[src/rtl/i2c_master_write_byte.sv]
// ----------------------------------------------------------------------------
// i2c_master_write_byte
//
// Byte-level write sequencer placed in front of the I2C bit writer. A request
// can contain a START bit, DATA_WIDTH data bits and a STOP bit, and each part
// is optional. The block issues one bit-writer command per bit, moves on at
// every bit_finish pulse and reports completion with a one-cycle finish pulse.
//
// Ports:
//   clock, reset_n  - system clock and asynchronous active-low reset
//   go              - request strobe, only looked at while busy=0
//   send_start      - request includes a START bit
//   send_data       - request includes DATA_WIDTH data bits
//   send_stop       - request includes a STOP bit
//   data_in         - data to send, captured together with go
//   busy            - a sequence is in progress
//   finish          - one-cycle completion pulse
//   bit_go          - go to the bit writer
//   bit_command     - command to the bit writer (lookahead, see below)
//   bit_finish      - per-bit finish pulse from the bit writer
// ----------------------------------------------------------------------------
module i2c_master_write_byte #(
   parameter int unsigned DATA_WIDTH = 8,
   parameter int unsigned MSB_FIRST  = 1
) (
   input  logic                  clock,
   input  logic                  reset_n,
   input  logic                  go,
   input  logic                  send_start,
   input  logic                  send_data,
   input  logic                  send_stop,
   input  logic [DATA_WIDTH-1:0] data_in,
   output logic                  busy,
   output logic                  finish,
   output logic                  bit_go,
   output logic [2:0]            bit_command,
   input  logic                  bit_finish
);

   localparam int unsigned IdxW = (DATA_WIDTH > 1) ? $clog2(DATA_WIDTH) : 1;
   localparam logic [IdxW-1:0] LastIdx = IdxW'(DATA_WIDTH - 1);

   localparam logic [2:0] CmdIdle  = 3'b000;
   localparam logic [2:0] CmdStart = 3'b010;
   localparam logic [2:0] CmdStop  = 3'b011;

   typedef enum logic [1:0] {StIdle, StStart, StData, StStop} state_e;

   state_e                state_q, state_d;
   logic                  finish_q, finish_d;
   logic [IdxW-1:0]       idx_q, idx_d;
   logic [DATA_WIDTH-1:0] data_q, data_d;
   logic                  data_en_q, data_en_d;
   logic                  stop_en_q, stop_en_d;

   // Index 0 is the MSB when MSB_FIRST is set, otherwise the LSB.
   function automatic logic sel_bit(input logic [DATA_WIDTH-1:0] d,
                                    input logic [IdxW-1:0]       idx);
      logic [DATA_WIDTH-1:0] sh;
      if (MSB_FIRST != 0) begin
         sh = d << idx;
         return sh[DATA_WIDTH-1];
      end else begin
         sh = d >> idx;
         return sh[0];
      end
   endfunction

   function automatic logic [2:0] data_cmd(input logic b);
      return {2'b10, b};
   endfunction

   // bit_command is a lookahead: while bit_finish is high it already shows the
   // command for the next bit (or IDLE), so the bit writer picks it up on the
   // edge that ends the current bit and never sees a stale START/STOP.
   always_comb begin
      state_d     = state_q;
      finish_d    = 1'b0;
      idx_d       = idx_q;
      data_d      = data_q;
      data_en_d   = data_en_q;
      stop_en_d   = stop_en_q;
      bit_command = CmdIdle;

      unique case (state_q)
         StIdle: begin
            if (go) begin
               data_d    = data_in;
               data_en_d = send_data;
               stop_en_d = send_stop;
               idx_d     = '0;
               if (send_start) begin
                  state_d     = StStart;
                  bit_command = CmdStart;
               end else if (send_data) begin
                  state_d     = StData;
                  bit_command = data_cmd(sel_bit(data_in, '0));
               end else if (send_stop) begin
                  state_d     = StStop;
                  bit_command = CmdStop;
               end else begin
                  // Empty request: complete at once without touching the bus.
                  finish_d = 1'b1;
               end
            end
         end

         StStart: begin
            if (!bit_finish) begin
               bit_command = CmdStart;
            end else if (data_en_q) begin
               state_d     = StData;
               bit_command = data_cmd(sel_bit(data_q, '0));
            end else if (stop_en_q) begin
               state_d     = StStop;
               bit_command = CmdStop;
            end else begin
               state_d  = StIdle;
               finish_d = 1'b1;
            end
         end

         StData: begin
            if (!bit_finish) begin
               bit_command = data_cmd(sel_bit(data_q, idx_q));
            end else if (idx_q == LastIdx) begin
               if (stop_en_q) begin
                  state_d     = StStop;
                  bit_command = CmdStop;
               end else begin
                  state_d  = StIdle;
                  finish_d = 1'b1;
               end
            end else begin
               idx_d       = idx_q + IdxW'(1);
               bit_command = data_cmd(sel_bit(data_q, idx_q + IdxW'(1)));
            end
         end

         StStop: begin
            if (!bit_finish) begin
               bit_command = CmdStop;
            end else begin
               state_d  = StIdle;
               finish_d = 1'b1;
            end
         end

         default: state_d = StIdle;
      endcase
   end

   always_ff @(posedge clock or negedge reset_n) begin
      if (!reset_n) begin
         state_q   <= StIdle;
         finish_q  <= 1'b0;
         idx_q     <= '0;
         data_q    <= '0;
         data_en_q <= 1'b0;
         stop_en_q <= 1'b0;
      end else begin
         state_q   <= state_d;
         finish_q  <= finish_d;
         idx_q     <= idx_d;
         data_q    <= data_d;
         data_en_q <= data_en_d;
         stop_en_q <= stop_en_d;
      end
   end

   // Every non-idle state drives a bit, so busy and bit_go coincide.
   assign bit_go = (state_q != StIdle);
   assign busy   = bit_go;
   assign finish = finish_q;

endmodule

[config.mk]
export PLATFORM = sky130hd
export DESIGN_NAME = i2c_master_write_byte
export DESIGN_NICKNAME = d
export VERILOG_FILES = /design/src/rtl/i2c_master_write_byte.sv
export SDC_FILE = /design/constraint.sdc
export NUM_CORES = 1
export LEC_CHECK = 0
export ABC_AREA = 1
export BUFFER_PORTS_ARGS = -buffer_cell sky130_fd_sc_hd__buf_4
export CAP_MARGIN = 20
export CELL_PAD_IN_SITES_DETAIL_PLACEMENT = 1
export CELL_PAD_IN_SITES_GLOBAL_PLACEMENT = 2
export CORE_MARGIN = 4
export CORE_UTILIZATION = 29
export CTS_CLUSTER_SIZE = 14
export DETAILED_ROUTE_END_ITERATION = 8
export PLACE_DENSITY_LB_ADDON = 0.1
export SLEW_MARGIN = 20
export SYNTH_ARGS = -nofsm -noshare
export SYNTH_HDL_FRONTEND = slang
export SYNTH_SLANG_ARGS = --single-unit
[constraint.sdc]
create_clock -name clock -period 1.7 [get_ports clock]
set_input_delay 0.255 -clock clock [delete_from_list [all_inputs] [get_ports clock]]
set_output_delay 0.255 -clock clock [all_outputs]
set_load 0.01 [all_outputs]
# Word level (Yosys, flattened, before mapping)
# Cells that the tools add are included.
# word_totals
out_inout_bits	6
word_cells	63
input_bits	15
ff_bits	16
# classes
n_reduce_logical	6
add_sub_neg	1
eq_ne	11
muxes	37
shift	2
# op_table
operator	count
2-to-1 mux 3 bit	10
2-to-1 mux 2 bit	13
left shift 8 x 3 -> 8 bit	2
!= test 2 bit, second input constant	6
case mux 3 bit (4 select lines)	1
2-to-1 mux 1 bit	10
case mux 2 bit (4 select lines)	1
case mux 3 bit (2 select lines)	1
AND reduction 6 bit	1
equality test 2 bit, second input constant	2
!= test 4 bit, second input constant	1
case mux 1 bit (4 select lines)	1
AND reduction 4 bit	1
nonzero test 2 bit	2
adder 3 x 1 -> 3 bit, second input constant	1
equality test 3 bit, second input constant	1
equality test 2 x 1 -> 1 bit, second input constant	1
logical NOT 2 bit	1
AND reduction 2 bit	1

# Logic depth before layout (Yosys ltp)
# logic_depth
depth_word	5
mapped_depth	10

# Worst setup path after synthesis
# No wires, ideal clock.
# synth_path
kind	reg2out
start	register idx_q[1]
end	output bit_command[0]
stages_incl_launch_ff	10
arrival_ns	1.311
t_required_ns	1.445
slack_ns	0.134
cell_sequence	dfrtp_1 > ha_1 > ha_1 > inv_1 > nand3_1 > nand2_1 > nand2_1 > nand3_1 > nand2_1 > nand2_1
# synth_via
elab_chain_len	5
word_cells_on_any_way	7
# synth_rtl
item	line	text
start, declared	51	logic [IdxW-1:0] idx_q, idx_d;
start signal, assigned	164	idx_q <= idx_d;
adder 3 x 1 -> 3 bit	136	bit_command = data_cmd(sel_bit(data_q, idx_q + IdxW'(1)));
left shift 8 x 3 -> 8 bit	61	sh = d << idx;
2-to-1 mux 3 bit	126	end else if (idx_q == LastIdx) begin
2-to-1 mux 3 bit (*)	124	if (!bit_finish) begin
case mux 3 bit (4 select lines) (*)	85	unique case (state_q)
end, declared	36	output logic [2:0] bit_command,
# Mark *: on every way between the ends. The rest lies on a longest branch, timed or not.

# Worst setup path in the final report
# layout_path
start	register idx_q[0]
end	output bit_command[0]
# Same word-level chain as after synthesis.

==> results.tsv <==
metric	value	unit
outcome	complete, but fails checks	
failing checks	setup timing	
core area	0.00372	mm²
RSZ-0062 raised after global routing	yes	
largest area contributor in the netlist	dfrtp_1	
nets@finish	233	
DR vias/cell	4.90	
most frequent cells in the layout	nand2_1 (39), buf_4 (34), inv_1 (17)	
Core Rows	22	
commonest non-fill, non-tap cell in the layout	nand2_1	
Longest Clk Path Bufs	2	
hpwl dp	2.69	mm
initial drt markers	41	
Slew @ Worst Pin	274	ps
htree depth	1	
top cell type's share of synthesized area	35.6	%
leakage	0.000871	µW
Worst setup SP type	flop	
Post-Syn Area	0.00112	mm²
met2 routed WL	1.99	mm
Initial DRT Pass Iterations	4	
Clock Skews	3.27	ps
fin crit period	1930	ps
Avg Inst Size Synth	6.77	µm²
Net Sw Power	1430	µW
max_slew headroom	81.7	%
GRT Residual Overflow	0	
largest net degree at the start of global routing	21	
Final Hold Viols	0	
power per cell area	1780	mW/mm²
share of cells above drive strength 1	41.6	%
fmax	518	MHz
GRT Overall Usage	16.7	%
CP required	1440	ps
Logic pwr share	65.9	%
routed len/inst	15.4	µm
Max Cap Violations	0	
Initial Util	30.2	%
Syn. warnings	0	
hold_sp	data_in[6]	
Worst Hold Depth	3	
ant diodes	0	
die extent in y	70.2	µm
post-synthesis cell count	166	
Top Layer Used	met4	
IO Count	21	
syn_nets	189	
clock slew seen by the registers of the worst setup and hold paths	70	ps
r2r startpoint	idx_q[0]$_DFFE_PN0P_	
crit path DAT	1680	ps
Worst Setup SP	idx_q[0]$_DFFE_PN0P_	
Final Setup Violations	4	
maximum vdd drop	0.000615	V
reg2reg path depth	10	
TritonCTS clock tree	built	
port buffer count	20	
sequential power share	22.3	%
final WL	3.97	mm
post-synthesis sequential area ratio	35.6	%
DRC Markers	0	
CTS Sinks	16	
number of global-route vias before repair	1336	
clk root buf	clkbuf_8	
Layout area overhead	56.8	%
Synth cell types	22	
Synth Register Bits	16	
CP endpoint kind	primary output	
Die X	70.2	µm
die area	0.00493	mm²
Area contributors post-synth	dfrtp_1 (36%), nand2_1 (15%), ha_1 (8.9%)	
DR WL met3	97	µm
via count	1259	
placed cells	245	
first-pass GRT wire length	6.45	mm
ANT nets after route	0	
P_int	1700	µW
metal1 wirelength	1.80	mm
Non-Filler Instances	257	
clock network power share	11.8	%
Final period util	114	%
hold crit path type	input port to flop	
Slew Viols, Final	0	
antenna violations before repair	0	
Max FO, Critical Path	3	
Clk Latency, worst-skew pair	270	ps
RePlAce Congestion	0.855	
worst setup margin	-232	ps
Place WS	-52.0	ps
crit path kind	flop to primary output	
total CTS buffers	3	
sw frac	45.8	%
==> critical path, cell delays in order, from the launching register on <==
cell and delay [ps]:
dfrtp_1 430, ha_4 280, inv_4 70, nand3_2 80, nand3_1 120, nand2_2 70, nand2_2 60, nand3_2 50
nand2_1 60, nand2_1 60, buf_6 120
==> final timing paths <==
kind                                               end  slack, ps
min in group asynchronous        data_q[3]$_DFFE_PN0P_        390
worst max register to register    idx_q[2]$_DFFE_PN0P_        -20
worst min-delay path             data_q[6]$_DFFE_PN0P_        230
worst min register to register   data_q[6]$_DFFE_PN0P_        540
max in group asynchronous       state_q[1]$_DFFE_PN0P_       1100
worst max-delay path                    bit_command[0]       -230
==> stage by stage <==
stage	TNS, ps	hold slack, ps	util [%]	area [µm²]	total power [µW]
floorplan	0	-40.6	-	1120	1610
global placement	-25.7	132	38.4	1430	2200
detailed placement	-74.3	136	38.4	1430	2250
CTS	-645	236	44.7	1660	2860
global route	-879	238	47.4	1760	3390
finish	-468	230	47.4	1760	3130
==> state kept, by name (all words and copies together) (netlist names) <==
signal / cells
idx_q: 3
state_q: 2
stop_en_q: 1
data_q: 8
finish: 1
data_en_q: 1
==> timing repair <==
| action | 4_1_cts | 5_1_grt |
|---|---|---|
| hold endpoints to repair | 16 | 0 |
| endpoints found under the setup margin | 3 | 8 |
| setup buffers | 7 | 0 |
| hold buffers | 1 | 0 |
| pin swaps | 12 | 15 |
| gates resized for setup | 31 | 28 |
==> cell usage after synthesis <==
cell type and number:
or2_0 1, o31ai_1 2, inv_2 3, nand4_1 2, nand2_1 44, or2_2 1, nor2_1 18, buf_4 1
nand3_1 15, a21oi_1 8, buf_2 1, o21ai_0 9, o21ai_1 2, dfrtp_1 16, inv_1 24, a41oi_1 1
a211oi_1 1, clkbuf_1 2, a31o_2 1, nor3_1 3, o22ai_1 3, ha_1 8
==> cells by family after synthesis <==
group | share of synthesized area (%)
AO/OA/AOI/OAI | 13.7
flip-flops | 35.6
buffers and inverters | 10.8
AND/OR/NAND/NOR | 31.0
adder cells (fa/ha/maj) | 8.91
==> metal layers <==
layer / track usage, % / vias to the layer above
li1: - / 620
met1: 21.5 / 610
met2: 27.5 / 21
met3: 2.59 / 8
met4: 7.02 / 0
met5: 0 / -
==> power by group through the flow <==
| stage | clock network, µW | logic [µW] | registers [µW] |
|---|---|---|---|
| after floorplan | 0 | 962 | 648 |
| after detailed placement | 0 | 1580 | 664 |
| after global placement | 0 | 1550 | 657 |
| after CTS | 378 | 1810 | 674 |
| final | 370 | 2060 | 697 |
| after global routing | 396 | 2280 | 720 |
==> cell type report <==
class / instances / area (µm²)
clock buffer: 4 / 55.1
fill: 461 / 1950
inverter: 27 / 114
multi-input combinational: 119 / 776
sequential: 16 / 402
tap: 48 / 60.1
timing repair buffer: 43 / 355
Power figures use the tool's default switching activity.
